### config.mk
export PLATFORM = sky130hd
export DESIGN_NAME = hex_ascii_serializer
export DESIGN_NICKNAME = d
export VERILOG_FILES = /design/src/rtl/hex_fmt_pkg.sv /design/src/rtl/hex_char_lut.sv /design/src/rtl/hex_ascii_serializer.sv
export SDC_FILE = /design/constraint.sdc
export NUM_CORES = 1
export LEC_CHECK = 0
export ABC_CLOCK_PERIOD_IN_PS = 3400
export CAP_MARGIN = 20
export CELL_PAD_IN_SITES_DETAIL_PLACEMENT = 1
export CELL_PAD_IN_SITES_GLOBAL_PLACEMENT = 2
export CORE_UTILIZATION = 25
export DETAILED_ROUTE_END_ITERATION = 10
export PLACE_DENSITY = 0.73
export SKIP_CTS_REPAIR_TIMING = 1
export SLEW_MARGIN = 40
export SYNTH_ARGS = -nofsm -noshare
export SYNTH_HDL_FRONTEND = slang
export SYNTH_HIERARCHICAL = 1
export SYNTH_SLANG_ARGS = --single-unit
### constraint.sdc
create_clock -name clk -period 3.4 [get_ports clk]
set_input_delay 0.34 -clock clk [delete_from_list [all_inputs] [get_ports clk]]
set_output_delay 0.34 -clock clk [all_outputs]
set_load 0.02 [all_outputs]
### src/rtl/hex_fmt_pkg.sv
// Shared types and character constants for the hex-to-ASCII serializer.
// ms_nibble locates the leading non-zero nibble used for zero suppression.
package hex_fmt_pkg;

  typedef enum logic [2:0] {
    IDLE  = 3'd0,
    PFX0  = 3'd1,
    PFX1  = 3'd2,
    DIGIT = 3'd3,
    TERM0 = 3'd4,
    TERM1 = 3'd5
  } state_e;

  localparam logic [7:0] CH_CR   = 8'h0D;
  localparam logic [7:0] CH_LF   = 8'h0A;
  localparam logic [7:0] CH_SP   = 8'h20;
  localparam logic [7:0] CH_ZERO = 8'h30;
  localparam logic [7:0] CH_X    = 8'h78;

  localparam int TERM_NONE  = 0;
  localparam int TERM_CRLF  = 1;
  localparam int TERM_SPACE = 2;

  // Index of the most-significant non-zero nibble; 0 when the word is zero.
  function automatic logic [3:0] ms_nibble(input logic [63:0] v);
    logic [3:0] r;
    r = 4'h0;
    for (int i = 0; i < 16; i++) begin
      if (v[i*4 +: 4] != 4'h0) r = 4'(i);
    end
    return r;
  endfunction

endpackage

### src/rtl/hex_char_lut.sv
// Combinational nibble to ASCII hex digit.
module hex_char_lut #(
  parameter int UPPERCASE = 1
) (
  input  logic [3:0] nib,
  output logic [7:0] ch
);

  always_comb begin
    if (nib < 4'd10) ch = 8'h30 + {4'h0, nib};
    else             ch = ((UPPERCASE != 0) ? 8'h41 : 8'h61) + {4'h0, nib} - 8'd10;
  end

endmodule

### src/rtl/hex_ascii_serializer.sv
// Serialises one WIDTH-bit word as ASCII hex characters over a valid/ready
// byte stream, with optional "0x" prefix, zero suppression and terminator.
module hex_ascii_serializer
  import hex_fmt_pkg::*;
#(
  parameter int WIDTH          = 16,
  parameter int UPPERCASE      = 1,
  parameter int PREFIX_EN      = 0,
  parameter int SUPPRESS_ZEROS = 0,
  parameter int TERM_MODE      = 1
) (
  input  logic             clk,
  input  logic             rst_n,
  input  logic [WIDTH-1:0] in_data,
  input  logic             in_valid,
  output logic             in_ready,
  output logic [7:0]       out_char,
  output logic             out_valid,
  input  logic             out_ready,
  output logic             busy
);

  localparam int NIBS = WIDTH / 4;
  localparam int IW   = (NIBS > 1) ? $clog2(NIBS) : 1;

  state_e           state_q, state_d;
  logic [WIDTH-1:0] data_q, data_d;
  logic [IW-1:0]    idx_q, idx_d;
  logic [7:0]       char_q, char_d;
  logic             vld_q, vld_d;

  logic             xfer, accept, load;
  logic [IW-1:0]    start_idx;
  logic [WIDTH-1:0] nib_src;
  logic [3:0]       nib;
  logic [7:0]       digit_ch;

  assign xfer      = vld_q && out_ready;
  assign accept    = (state_q == IDLE) && in_valid;
  assign load      = accept || xfer;
  assign start_idx = (SUPPRESS_ZEROS != 0) ? IW'(ms_nibble(64'(in_data))) : IW'(NIBS - 1);

  always_comb begin
    state_d = state_q;
    idx_d   = idx_q;
    data_d  = data_q;
    case (state_q)
      IDLE: if (in_valid) begin
        data_d  = in_data;
        idx_d   = start_idx;
        state_d = (PREFIX_EN != 0) ? PFX0 : DIGIT;
      end
      PFX0: if (xfer) state_d = PFX1;
      PFX1: if (xfer) state_d = DIGIT;
      DIGIT: if (xfer) begin
        if (idx_q == '0) state_d = (TERM_MODE != TERM_NONE) ? TERM0 : IDLE;
        else             idx_d   = idx_q - 1'b1;
      end
      TERM0: if (xfer) state_d = (TERM_MODE == TERM_CRLF) ? TERM1 : IDLE;
      TERM1: if (xfer) state_d = IDLE;
      default: state_d = IDLE;
    endcase
  end

  // On acceptance the first digit comes straight from in_data so that the
  // character is ready the cycle after the handshake.
  assign nib_src = (state_q == IDLE) ? in_data : data_q;
  assign nib     = 4'(nib_src >> {idx_d, 2'b00});

  hex_char_lut #(.UPPERCASE(UPPERCASE)) u_lut (
    .nib (nib),
    .ch  (digit_ch)
  );

  always_comb begin
    char_d = char_q;
    if (load) begin
      case (state_d)
        PFX0:    char_d = CH_ZERO;
        PFX1:    char_d = CH_X;
        DIGIT:   char_d = digit_ch;
        TERM0:   char_d = (TERM_MODE == TERM_SPACE) ? CH_SP : CH_CR;
        TERM1:   char_d = CH_LF;
        default: char_d = char_q;
      endcase
    end
    vld_d = (state_d != IDLE);
  end

  always_ff @(posedge clk or negedge rst_n) begin
    if (!rst_n) begin
      state_q <= IDLE;
      data_q  <= '0;
      idx_q   <= '0;
      char_q  <= 8'h00;
      vld_q   <= 1'b0;
    end else begin
      state_q <= state_d;
      data_q  <= data_d;
      idx_q   <= idx_d;
      char_q  <= char_d;
      vld_q   <= vld_d;
    end
  end

  assign in_ready  = (state_q == IDLE);
  assign busy      = (state_q != IDLE);
  assign out_char  = char_q;
  assign out_valid = vld_q;

endmodule

==> results of run 1 <==
[Yosys cell counts, drive strengths merged, types with 2 or more instances]
cell	number
dfrtp	30
nor2	22
mux2	17
o21ai	16
nand2	15
buf	13
inv	11
a21oi	10
mux2i	7
o2111ai	6
nand3	5
o211ai	5
a32oi	4
nor3	4
a311o	3
nand2b	3
nor2b	3
o31ai	3
o32a	3
or3	3
a211oi	2
a21o	2
a221oi	2
and2	2
o21a	2
[cell type report]
cell class	instances	share of cell area, %
inverters	12	2.01
repair buffers	37	14.2
well taps	102	5.13
clock buffers	7	3.47
multi-input cells	152	44.8
clock inverters	1	0.201
flip-flops and latches	30	30.2
[cells in the final DEF, fill, tap and decap left out, drive strengths merged, types with 2 or more instances in the layout]
master	n
a311o	3
clkinv	2
o21ai	16
a21oi	10
o211ai	5
dfrtp	30
a211oi	2
a21o	2
or3	3
mux2i	7
and2	2
clkdlybuf4s50	30
nand2	15
a221oi	2
nand3	5
clkbuf	7
o32a	3
nor2b	3
nand2b	3
a32oi	4
o31ai	3
nor3	4
nor2	22
o2111ai	6
inv	11
mux2	17
buf	7
o21a	2
[critical path, cell delays in order, from the launching register on]
cell       delay (ns)
dfrtp_1          0.47
or3_4            0.52
clkinv_4         0.14
a221oi_4         0.11
o31ai_1          0.29
o2111ai_1        0.20
o211ai_1         0.26
inv_1            0.09
ha_1             0.22
nand2_2          0.08
mux2_1           0.33
nand2_1          0.06
o21ai_0          0.07
[metal layers]
metal / share of wire [%] / vias up / wire length, um
li1: - / 821 / -
met1: 49 / 830 / 2710
met3: 3.2 / 5 / 178
met4: 1.1 / 0 / 60
met2: 46 / 25 / 2540
met5: 0 / - / 0
[stage by stage]
| step | hold slack [ns] | setup WS, ns |
|---|---|---|
| finish | 0.458 | 0.437 |
| global route | 0.512 | 0.202 |
| CTS | 0.473 | 0.426 |
| detailed placement | 0.475 | 0.165 |
| global placement | 0.475 | 0.266 |
| floorplan | 0.0444 | 0.795 |
[worst max path at each step]
stage	slack [ns]	start	end	depth (start not counted)
after floorplan	0.80	state_q[1]	out_char[2]	14
after global placement	0.27	out_ready	out_char[2]	12
after detailed placement	0.17	out_ready	out_char[4]	12
after CTS	0.43	state_q[0]	out_char[2]	12
after global routing	0.20	state_q[2]	out_char[4]	12
final	0.44	state_q[0]	out_char[2]	12
[kinds of logic (layout without fill, tap and decap cells)]
kind of cell / Yosys count / count (layout)
xor+xnor: 1 / 1
other cells: 1 / 1
buf+inv: 26 / 57
mux: 24 / 24
fa+ha+maj: 1 / 1
simple gates: 62 / 62
flops: 30 / 30
compound gates: 63 / 63
[where the power goes]
group | internal [mW] | switching, mW
clock network | 0.163 | 0.142
registers | 0.527 | 0.146
logic | 0.667 | 0.847
total | 1.36 | 1.13
[state kept, by name, indices dropped and copies added (netlist names)]
| signal | cells |
|---|---|
| data_q | 16 |
| out_char | 8 |
| out_valid | 1 |
| idx_q | 2 |
| state_q | 3 |
==> summary.md, run 1 <==
| Metric | Value |
|---|---|
| Worst reg-to-reg path cell count | `12` |
| XOR/XNOR Fraction of Synth Area | `0.430%` |
| Initial DRC Count | `79` |
| Synthesized instance count | `208` |
| Post-synth EDFFs | `0` |
| Reg2reg start | `state_q[0]` |
| Met1 usage | `19.4%` |
| Setup-failing EPs final | `0` |
| Largest family of logic cells by synthesized area | `compound AO/OA/AOI/OAI gates` |
| Met3 usage | `2.49%` |
| GRT met2 Usage | `21.5%` |
| Chip width | `92.3 um` |
| # diodes | `0` |
| Number of global-route vias before repair | `1,671` |
| Outcome | `complete, no violations` |
| Register area | `751 um2` |
| Dpl hpwl | `4090 um` |
| Crit start category | `flip-flop` |
| Main synth FF type | `dfrtp_1` |
| GRT overflow | `0` |
| Mux contribution to synthesized area | `12.8%` |
| Simple-gate share of the synthesized area | `16.5%` |
| WP data arrival | `3.13 ns` |
| LEAKAGE | `1.01 nW` |
| Most area-hungry cell type in the Yosys netlist | `dfrtp_1` |
| Largest net degree at the start of global routing | `31` |
| Overall power | `2.49 mW` |
| Ys async rst share | `100%` |
| Post-synth net total | `229` |
| Adder-cell share of the synthesized area | `0.614%` |
| PortBufs | `30` |
| Synth area leaders | `dfrtp_1 (37%), mux2_2 (8.8%), buf_6 (3.9%), nor2_1 (3.7%), mux2i_1 (3.4%)` |
| #FFs+latches synth | `30` |
| Synthesized area | `0.00204 mm2` |
| Util after Layout | `31.9%` |
| Clk slew on worst S/H paths | `0.07 ns` |
| # placed instances | `333` |
| Area delta synth->final | `22.2%` |
| CP endpoint kind | `flip-flop` |
| Total Nets Final | `259` |
| Fmax achieved | `0.337 GHz` |
| DRC Markers | `0` |
| WL/cell | `16.1 um` |
| Tmin final | `2.96 ns` |
| Final Skew | `0.00802 ns` |
| Post-DP Area | `0.00240 mm2` |
| Multi-input gate area | `0.00112 mm2` |
| Initial cell density of the core | `26.1%` |
| Compound-cell area share of the yosys netlist | `24.3%` |
| Slew HR | `64.3%` |
| First-pass detailed-route iteration total | `4` |
| Hold WC Path Type | `input port to asynchronous set/reset pin` |
| Final cell count without fillers | `341` |
| Flop-to-flop setup slack | `0.44 ns` |
| Clock Latency Late Sink | `0.29 ns` |
| H-Tree Depth | `2` |
| Data required time of the worst path | `3.56 ns` |
| Worst Max-Slew Pin Slew | `0.534 ns` |
| Final Hold Viols | `0` |
| Fin area | `0.00249 mm2` |
| CTS tree | `built` |
| Yosys top cell area share | `36.9%` |
| Unrepaired setup endpoints after global routing | `no` |
| RePlAce Congestion | `0.766` |
| Rows | `32` |
| Root buffer cell | `clkbuf_8` |
| DIE AREA | `0.00851 mm2` |
| Synth warnings | `6` |
| Period utilization | `87.2%` |
| CTS max path bufs | `2` |
| WS Path Type | `flip-flop to flip-flop` |
| VDD IR max | `0.216 mV` |
| Die Y-Extent | `92.3 um` |
| RR Endpoint | `out_char[2]` |
| First-pass GRT wire length | `9070 um` |
| Antenna-violating nets left | `0` |
| Total GRT Usage | `13.8%` |
| Core area | `0.00781 mm2` |
| Power Density | `1000 mW/mm2` |
| DR vias/cell | `4.93` |
| Fraction of layout cells with a size suffix above 1 | `19.7%` |
| Register area share after synthesis | `36.9%` |
| Final setup TNS | `0 ns` |
| Initial antenna violation count | `0` |
| MaxCap Viol Count | `0` |
| Routed wire length | `5490 um` |
| Slew Viols, Final | `0` |
| DR vias | `1,681` |
| Crit-path max FO | `11` |
| Clock Sink Count | `30` |
| I/O pin count | `31` |
| Num CTS Buffers | `5` |
| Post-synthesis cell type count | `53` |
| Most Crowded Layer GR | `met2` |
| Fillers | `914` |
| Post-synthesis average cell area | `9.79 um2` |
No activity file was read; power rests on OpenSTA's default activity.
==> run 2: changes to the inputs <==
==> constraint.sdc (replaced) <==
create_clock -name clk -period 3.4 [get_ports clk]
set_input_delay 0.34 -clock clk [delete_from_list [all_inputs] [get_ports clk]]
set_output_delay 0.34 -clock clk [all_outputs]
set_load 0.005 [all_outputs]
==> results of run 2 <==
Same layout as run 1 (identical final DEF). Status: complete, no violations.
Among the figures that moved: total power 2.49 mW -> 2.43 mW; worst IR drop on VDD 0.216 mV -> 0.202 mV
==> run 3: changes to the inputs <==
--- a/config.mk
+++ b/config.mk
@@ -5,7 +5,7 @@
 export SDC_FILE = /design/constraint.sdc
 export NUM_CORES = 1
 export LEC_CHECK = 0
-export ABC_CLOCK_PERIOD_IN_PS = 3400
+export ABC_CLOCK_PERIOD_IN_PS = 3100
 export CAP_MARGIN = 20
 export CELL_PAD_IN_SITES_DETAIL_PLACEMENT = 1
 export CELL_PAD_IN_SITES_GLOBAL_PLACEMENT = 2
==> constraint.sdc (replaced) <==
create_clock -name clk -period 3.1 [get_ports clk]
set_input_delay 0.31 -clock clk [delete_from_list [all_inputs] [get_ports clk]]
set_output_delay 0.31 -clock clk [all_outputs]
set_load 0.005 [all_outputs]
==> summary.md, run 3 (synthesis results as in run 1) <==
| Metric | Value |
|---|---|
| Number of global-route vias before repair | `1,869` |
| First-pass GRT wire length | `9740 um` |
| Reg2reg start | `state_q[2]` |
| Num CTS Buffers | `5` |
| DR vias | `1,730` |
| Dpl hpwl | `4310 um` |
| Die Y-Extent | `92.3 um` |
| Flop-to-flop setup slack | `0.26 ns` |
| Chip width | `92.3 um` |
| Antenna-violating nets left | `0` |
| First-pass detailed-route iteration total | `4` |
| WP data arrival | `3.01 ns` |
| GRT overflow | `0` |
| Initial DRC Count | `56` |
| Final setup TNS | `0 ns` |
| Final cell count without fillers | `345` |
| Area delta synth->final | `23.6%` |
| Tmin final | `2.84 ns` |
| Hold Slack | `0.421 ns` |
| Fmax achieved | `0.352 GHz` |
| DRC Markers | `0` |
| Switching power | `1.22 mW` |
| Share of total power in combinational logic | `61.1%` |
| DR vias/cell | `5.01` |
| Setup-failing EPs final | `0` |
| Critical path origin | `state_q[2]` |
| Crit-path max FO | `13` |
| Final Hold Viols | `0` |
| Period utilization | `91.7%` |
| Clk slew on worst S/H paths | `0.07 ns` |
| Final Skew | `0.00564 ns` |
| Hold WC Path Type | `input port to asynchronous set/reset pin` |
| Final WS setup | `0.258 ns` |
| Initial antenna violation count | `0` |
| Slew Viols, Final | `0` |
| Overall power | `2.75 mW` |
| Core area | `0.00781 mm2` |
| CTS tree | `built` |
| Initial cell density of the core | `26.1%` |
| Routed wire length | `5770 um` |
| Sequential share of power | `26.4%` |
| I/O pin count | `31` |
| PortBufs | `30` |
| Worst Max-Slew Pin Slew | `0.547 ns` |
| Rows | `32` |
| Data required time of the worst path | `3.27 ns` |
| WL/cell | `16.7 um` |
| RePlAce Congestion | `0.773` |
| MaxCap Viol Count | `0` |
| Fillers | `908` |
| Net Sw Frac | `44.5%` |
| Placement Setup Slack | `0.122 ns` |
| Commonest non-fill, non-tap cells in the layout | `dfrtp_1 (30), clkdlybuf4s50_1 (30), nor2_1 (20)` |
| CP endpoint kind | `flip-flop` |
| Clock Sink Count | `30` |
| P_int | `1.53 mW` |
| Max reg flops | `16` |
| Total Nets Final | `263` |
| H-Tree Depth | `2` |
| WS Path Type | `flip-flop to flip-flop` |
| Reg with most FFs | `data_q` |
| Clock power frac | `12.5%` |
| Largest net degree at the start of global routing | `31` |
| Power Density | `1090 mW/mm2` |
| CTS max path bufs | `2` |
| Crit start category | `flip-flop` |
| Slew HR | `63.4%` |
| Clock Latency Late Sink | `0.29 ns` |
| Total GRT Usage | `14.7%` |
| Outcome | `complete, no violations` |
| DIE AREA | `0.00851 mm2` |
| # placed instances | `337` |
| VDD IR max | `0.251 mV` |
| # diodes | `0` |
| Fraction of layout cells with a size suffix above 1 | `21.0%` |
| LEAKAGE | `1.03 nW` |
| Root buffer cell | `clkbuf_8` |
| Unrepaired setup endpoints after global routing | `no` |
-- run 3: changes by cell type in the layout (fill, tap and decap cells not counted) --
| cell | before | now |
|---|---|---|
| buf_4 | 7 | 11 |
-- run 3: power by group through the flow --
stage | Combinational (mW) | Sequential [mW] | Clock (mW)
6_report | 1.68 | 0.726 | 0.343
5_1_grt | 1.86 | 0.748 | 0.370
3_5_place_dp | 1.68 | 0.735 | 0
2_1_floorplan | 1.23 | 0.669 | 0
4_1_cts | 1.69 | 0.729 | 0.352
3_3_place_gp | 1.64 | 0.730 | 0
-- run 3: routing by layer --
metal  GRT usage (%)  wire [um]  vias up
met2            23.1       2720       33
li1                -          -      830
met4            4.69         40        0
met5               0          0        -
met1            19.7       2810      863
met3            3.65        207        4
-- run 3: final timing paths --
path / cells past startpoint / to
max: 12 / out_char[2]
min: 2 / out_char[2]
max reg2reg: 12 / out_char[2]
min reg2reg: 2 / out_char[7]
max in group asynchronous: 2 / data_q[7]
min in group clk: 2 / out_char[7]
-- run 3: critical path: stages (launching register included) --
cell and delay [ns]:
dfrtp_1 0.50, or3_4 0.49, clkinv_4 0.14, nand2_2 0.19, a32oi_1 0.27, o2111ai_1 0.13
o211ai_1 0.18, inv_1 0.08, ha_1 0.23, nand2_2 0.07, mux2_1 0.31, nand2_1 0.06
o21ai_0 0.07
-- run 3: final cells by class --
cell class                 instances  area (um2)  area share (%)
inverter                          12        50.0            1.99
clock inverter                     1        5.00           0.199
sequential                        30         751            29.8
tap                              102         128            5.07
clock buffer                       7        86.3            3.43
timing repair buffer              41         383            15.2
multi-input combinational        152        1120            44.3
-- run 3: per-stage QoR --
step | util, % | area, um2
final | 32.3 | 2520
after global routing | 32.3 | 2520
after CTS | 32.3 | 2520
after detailed placement | 31.1 | 2430
after global placement | 31.1 | 2430
after floorplan | - | 2040
